[config.mk]
export PLATFORM = sky130hd
export DESIGN_NAME = panel_write_arbiter
export DESIGN_NICKNAME = d
export VERILOG_FILES = /design/src/rtl/panel_write_arbiter.sv
export SDC_FILE = /design/constraint.sdc
export NUM_CORES = 1
export LEC_CHECK = 0
export CORE_MARGIN = 5
export CORE_UTILIZATION = 40
export CTS_CLUSTER_DIAMETER = 40
export DETAILED_ROUTE_END_ITERATION = 12
export GPL_ROUTABILITY_DRIVEN = 0
export PLACE_DENSITY = 0.77
export SLEW_MARGIN = 10
export SYNTH_ARGS = -nofsm -noshare
export SYNTH_HDL_FRONTEND = slang
export SYNTH_SLANG_ARGS = --single-unit
[constraint.sdc]
create_clock -name clock -period 5.5 [get_ports clock]
set_clock_uncertainty 0.15 [all_clocks]
set_input_delay 1.1 -clock clock [delete_from_list [all_inputs] [get_ports clock]]
set_output_delay 1.1 -clock clock [all_outputs]
set_load 0.005 [all_outputs]
[src/rtl/panel_write_arbiter.sv]
// Round-robin arbiter that lets NUM_REQ writers share one panel control
// write bus. A requester owns the bus for a whole burst (until its last
// beat) or until it idles for TIMEOUT cycles; accepted beats are forwarded
// onto registered ctrl_* outputs one cycle later.
module panel_write_arbiter #(
  parameter int NUM_REQ     = 2,
  parameter int PANEL_COUNT = 6,
  parameter int TIMEOUT     = 1024
) (
  input  logic                           clock,
  input  logic                           resetn,
  input  logic [NUM_REQ-1:0]             req_valid,
  input  logic [NUM_REQ-1:0]             req_last,
  output logic [NUM_REQ-1:0]             req_ready,
  input  logic [NUM_REQ*PANEL_COUNT-1:0] req_en,
  input  logic [NUM_REQ*4-1:0]           req_wr,
  input  logic [NUM_REQ*16-1:0]          req_addr,
  input  logic [NUM_REQ*24-1:0]          req_wdat,
  output logic [PANEL_COUNT-1:0]         ctrl_en,
  output logic [3:0]                     ctrl_wr,
  output logic [15:0]                    ctrl_addr,
  output logic [23:0]                    ctrl_wdat,
  output logic [NUM_REQ-1:0]             grant,
  output logic                           timeout_pulse
);

  localparam int IDX_W = (NUM_REQ > 1) ? $clog2(NUM_REQ) : 1;
  localparam logic [15:0] TIMEOUT_LAST = 16'(TIMEOUT - 1);

  typedef enum logic {IDLE, OWNED} state_t;

  state_t                 state_reg;
  logic [NUM_REQ-1:0]     grant_reg;
  logic [IDX_W-1:0]       owner_reg;
  logic [IDX_W-1:0]       last_owner_reg;
  logic [15:0]            idle_cnt_reg;
  logic [PANEL_COUNT-1:0] ctrl_en_reg;
  logic [3:0]             ctrl_wr_reg;
  logic [15:0]            ctrl_addr_reg;
  logic [23:0]            ctrl_wdat_reg;
  logic                   timeout_pulse_reg;

  // Per-requester views of the packed input buses.
  logic [PANEL_COUNT-1:0] en_slice   [NUM_REQ];
  logic [3:0]             wr_slice   [NUM_REQ];
  logic [15:0]            addr_slice [NUM_REQ];
  logic [23:0]            wdat_slice [NUM_REQ];

  genvar gi;
  generate
    for (gi = 0; gi < NUM_REQ; gi++) begin : g_slice
      assign en_slice[gi]   = req_en[gi*PANEL_COUNT +: PANEL_COUNT];
      assign wr_slice[gi]   = req_wr[gi*4 +: 4];
      assign addr_slice[gi] = req_addr[gi*16 +: 16];
      assign wdat_slice[gi] = req_wdat[gi*24 +: 24];
    end
  endgenerate

  logic [IDX_W-1:0] pick_idx;
  logic             pick_found;
  logic             beat_accept;

  // Round-robin search starting just after the previous owner; scanning
  // from the far end lets the nearest valid requester win the last write.
  always_comb begin
    int               cand;
    logic [IDX_W-1:0] cand_idx;
    pick_idx   = last_owner_reg;
    pick_found = 1'b0;
    cand       = 0;
    cand_idx   = '0;
    for (int k = NUM_REQ; k >= 1; k--) begin
      cand = int'(last_owner_reg) + k;
      if (cand >= NUM_REQ) cand = cand - NUM_REQ;
      cand_idx = IDX_W'(cand);
      if (req_valid[cand_idx]) begin
        pick_idx   = cand_idx;
        pick_found = 1'b1;
      end
    end
  end

  assign beat_accept = (state_reg == OWNED) && req_valid[owner_reg];

  // Ownership FSM, idle timer and registered write-bus outputs.
  always_ff @(posedge clock or negedge resetn) begin
    if (!resetn) begin
      state_reg         <= IDLE;
      grant_reg         <= '0;
      owner_reg         <= '0;
      last_owner_reg    <= IDX_W'(NUM_REQ - 1);
      idle_cnt_reg      <= '0;
      ctrl_en_reg       <= '0;
      ctrl_wr_reg       <= '0;
      ctrl_addr_reg     <= '0;
      ctrl_wdat_reg     <= '0;
      timeout_pulse_reg <= 1'b0;
    end else begin
      ctrl_en_reg       <= '0;
      timeout_pulse_reg <= 1'b0;
      case (state_reg)
        IDLE: begin
          if (pick_found) begin
            state_reg    <= OWNED;
            grant_reg    <= NUM_REQ'(1) << pick_idx;
            owner_reg    <= pick_idx;
            idle_cnt_reg <= '0;
          end
        end
        OWNED: begin
          if (beat_accept) begin
            ctrl_en_reg   <= en_slice[owner_reg];
            ctrl_wr_reg   <= wr_slice[owner_reg];
            ctrl_addr_reg <= addr_slice[owner_reg];
            ctrl_wdat_reg <= wdat_slice[owner_reg];
            idle_cnt_reg  <= '0;
            if (req_last[owner_reg]) begin
              state_reg      <= IDLE;
              grant_reg      <= '0;
              last_owner_reg <= owner_reg;
            end
          end else if (idle_cnt_reg == TIMEOUT_LAST) begin
            // A stalled owner loses the bus so others are not starved.
            state_reg         <= IDLE;
            grant_reg         <= '0;
            last_owner_reg    <= owner_reg;
            timeout_pulse_reg <= 1'b1;
          end else begin
            idle_cnt_reg <= idle_cnt_reg + 16'd1;
          end
        end
        default: state_reg <= IDLE;
      endcase
    end
  end

  assign req_ready     = (state_reg == OWNED) ? grant_reg : '0;
  assign grant         = grant_reg;
  assign ctrl_en       = ctrl_en_reg;
  assign ctrl_wr       = ctrl_wr_reg;
  assign ctrl_addr     = ctrl_addr_reg;
  assign ctrl_wdat     = ctrl_wdat_reg;
  assign timeout_pulse = timeout_pulse_reg;

endmodule

==> results.tsv <==
stage	metric	value	unit
status	run status	finished, final reports clean	
grt	largest net degree at the start of global routing	73	
finish	Inserted Diodes	0	
cts	clock root cell	clkbuf_8	
sta	fmax	0.309	GHz
sta	Hold Vio Cnt, Final	0	
yosys	Mapped Cells	355	
finish	share of layout cells above drive strength 1	0.0610	
sta	actual slew at the worst max-slew pin	916	ps
cts	PostCTS Resize Cnt	0	
die	floorplan row count	34	
detailed_routing	vias post-DR	3171	
power_and_ir_drop	maximum vdd ir drop	0.000257	V
finish	commonest non-fill, non-tap cell in the layout	clkdlybuf4s50_1	
cts	total CTS buffers	9	
detailed_routing	final wirelength	10100	um
detailed_routing	Wirelength per Cell	16.4	um
finish	Filler cells	747	
yosys	EDFF count, synth	0	
sta	post-route minimum period	3240	ps
detailed_routing	DRT Pass-1 Iters	4	
cts	# clock sinks	72	
cts	postcts setup bufs	0	
power_and_ir_drop	Pleak	2.35	nW
die	Core Area	8760	um^2
finish	flip-flop count of the largest register after layout	24	
critical_path	worst path arrival time	3300	ps
yosys	Synth cell types	45	
power_and_ir_drop	PwrDens	450	nW/um^2
finish	multi-input logic area	1650	um^2
place	dpl cells	601	
yosys	post-synthesis register bit count	72	
cts	CTS tree	done	
critical_path	Worst EP required	5560	ps
cts	Clock Pin Slew Worst Setup and Hold Paths	80	ps
sta	Slew Limit Headroom	0.389	
finish	FF+latch area	1800	um^2
yosys	sequential area share after synthesis	0.497	
yosys	syn_nets	462	
finish	final non-filler cell total	616	
yosys	Synth async-reset ratio	1.00	
finish	Final Cell Area	5430	um^2
cts	CTS HTree Levels	3	
yosys	Cell Area, Synth	3630	um^2
yosys	Ys Warns	0	
yosys	Most used DFF post-synth	dfrtp_1	
grt	vias in the first global route	3355	
sta	setup tns final	0	ps
place	post-detail-place hpwl	7720	um
yosys	post-synth top area share	0.490	
critical_path	critical path endpoint category	register	
yosys	Yosys top cell by area	dfrtp_1	
detailed_routing	Final ANT Viol Nets	0	
detailed_routing	First DRT Iteration DRCs	112	
critical_path	CP Class	input pin to register	
run	max cap viols	0	
detailed_routing	DRC	0	
die	IO Count	161	
die	chip height	105	um
yosys	synth top area cells	dfrtp_1 49%, mux2i_1 15%, o21ai_0 6.5%	
sta	Final Cycle Share	0.589	
die	Die X-Extent	105	um
die	DIE AREA	11100	um^2
sta	Slew Limit Fails	0	
yosys	Mean Syn Cell Area	10.2	um^2
finish	commonest cells after routing, fill and taps aside	159 x clkdlybuf4s50_1, 70 x dfrtp_1, 60 x nand2_1, 53 x mux2i_1, 47 x o21ai_0	
cts	Longest Clk Path Bufs	2	
grt	final global-route overflow total	0	
grt	antenna violations before repair	0	
detailed_routing	vias per cell	5.15	
place	port bufs	160	
grt	first-pass GRT wire length	16400	um
finish	Final #Nets	611	
finish	Synth-to-Final Area Change	49.7	%
cts	hold_buf cts	0	
sta	Setup Viol. Count Final	0	
sta	RSZ-0062 raised after global routing	false	
place	Post-DP Area	5210	um^2
critical_path	crit path max fanout	52	
critical_path	crit start category	input pin	
grt	Tot GR Track Use	0.183	
finish	Util after Layout	0.619	
cts	Worst-Skew Late Latency	340	ps
hold_path	Worst Hold Class	register to register	
die	Initial Util	0.414	
==> worst paths after layout <==
| check | start | endpoint | slack, ps | depth (start not counted) |
|---|---|---|---|---|
| min in group asynchronous | resetn | grant[1] | 730 | 1 |
| worst max-delay path | req_valid[0] | ctrl_wdat[15] | 2260 | 5 |
| worst max register to register | owner_reg | ctrl_wdat[15] | 2620 | 5 |
| max in group asynchronous | resetn | owner_reg | 3850 | 1 |
| worst min register to register | ctrl_wdat[14] | ctrl_wdat[14] | 330 | 2 |
| worst min-delay path | ctrl_wdat[14] | ctrl_wdat[14] | 330 | 2 |
==> power breakdown <==
group,switching [mW],internal (mW)
clock network,0.207,0.256
logic,0.518,0.611
registers,0.119,0.732
total,0.843,1.60
==> cell families after synthesis <==
kind of cell | count (synthesis) | share of synthesized area
compound gates | 86 | 0.146
xor+xnor | 1 | 0.00242
fa+ha+maj | 1 | 0.00345
buf+inv | 27 | 0.0493
flops | 72 | 0.497
mux | 55 | 0.154
simple gates | 113 | 0.148
==> layer usage <==
layer	vias to the layer above	global-route usage	share of wire
met5	-	0	0
met4	0	0.0374	0.010
met3	10	0.0740	0.075
met2	108	0.329	0.53
met1	1490	0.204	0.38
li1	1563	-	-
==> per-stage QoR <==
| stage | hold slack [ps] | power, mW | worst slack [ps] |
|---|---|---|---|
| after floorplan | 321 | 1.44 | 3180 |
| after global placement | 311 | 1.97 | 2010 |
| after detailed placement | 319 | 2.01 | 1890 |
| after CTS | 337 | 2.48 | 2280 |
| after global routing | 362 | 2.62 | 2090 |
| final | 332 | 2.44 | 2260 |
==> Yosys cell counts (4+ instances only) <==
library cell,n
nor2_1,11
buf_6,4
a21oi_1,10
dfrtp_1,71
a2111o_1,5
buf_2,8
nand3_1,8
mux2i_1,53
buf_4,7
o21ai_0,47
o21ai_1,6
nand4_1,7
or3_1,4
nand2_1,61
and4_1,4
==> critical path, stage by stage <==
cell	delay [ps]
clkdlybuf4s50_1	600
mux2_4	390
nand2_2	500
buf_4	490
o21ai_0	170
==> area by class of cell <==
| cell class | instances | area share |
|---|---|---|
| flip-flops and latches | 72 | 0.332 |
| multi-input cells | 256 | 0.303 |
| well taps | 108 | 0.0249 |
| repair buffers | 162 | 0.297 |
| inverters | 3 | 0.00207 |
| clock buffers | 9 | 0.0228 |
| clock inverters | 6 | 0.0171 |
Note: power is estimated with default switching activity, not from simulation.
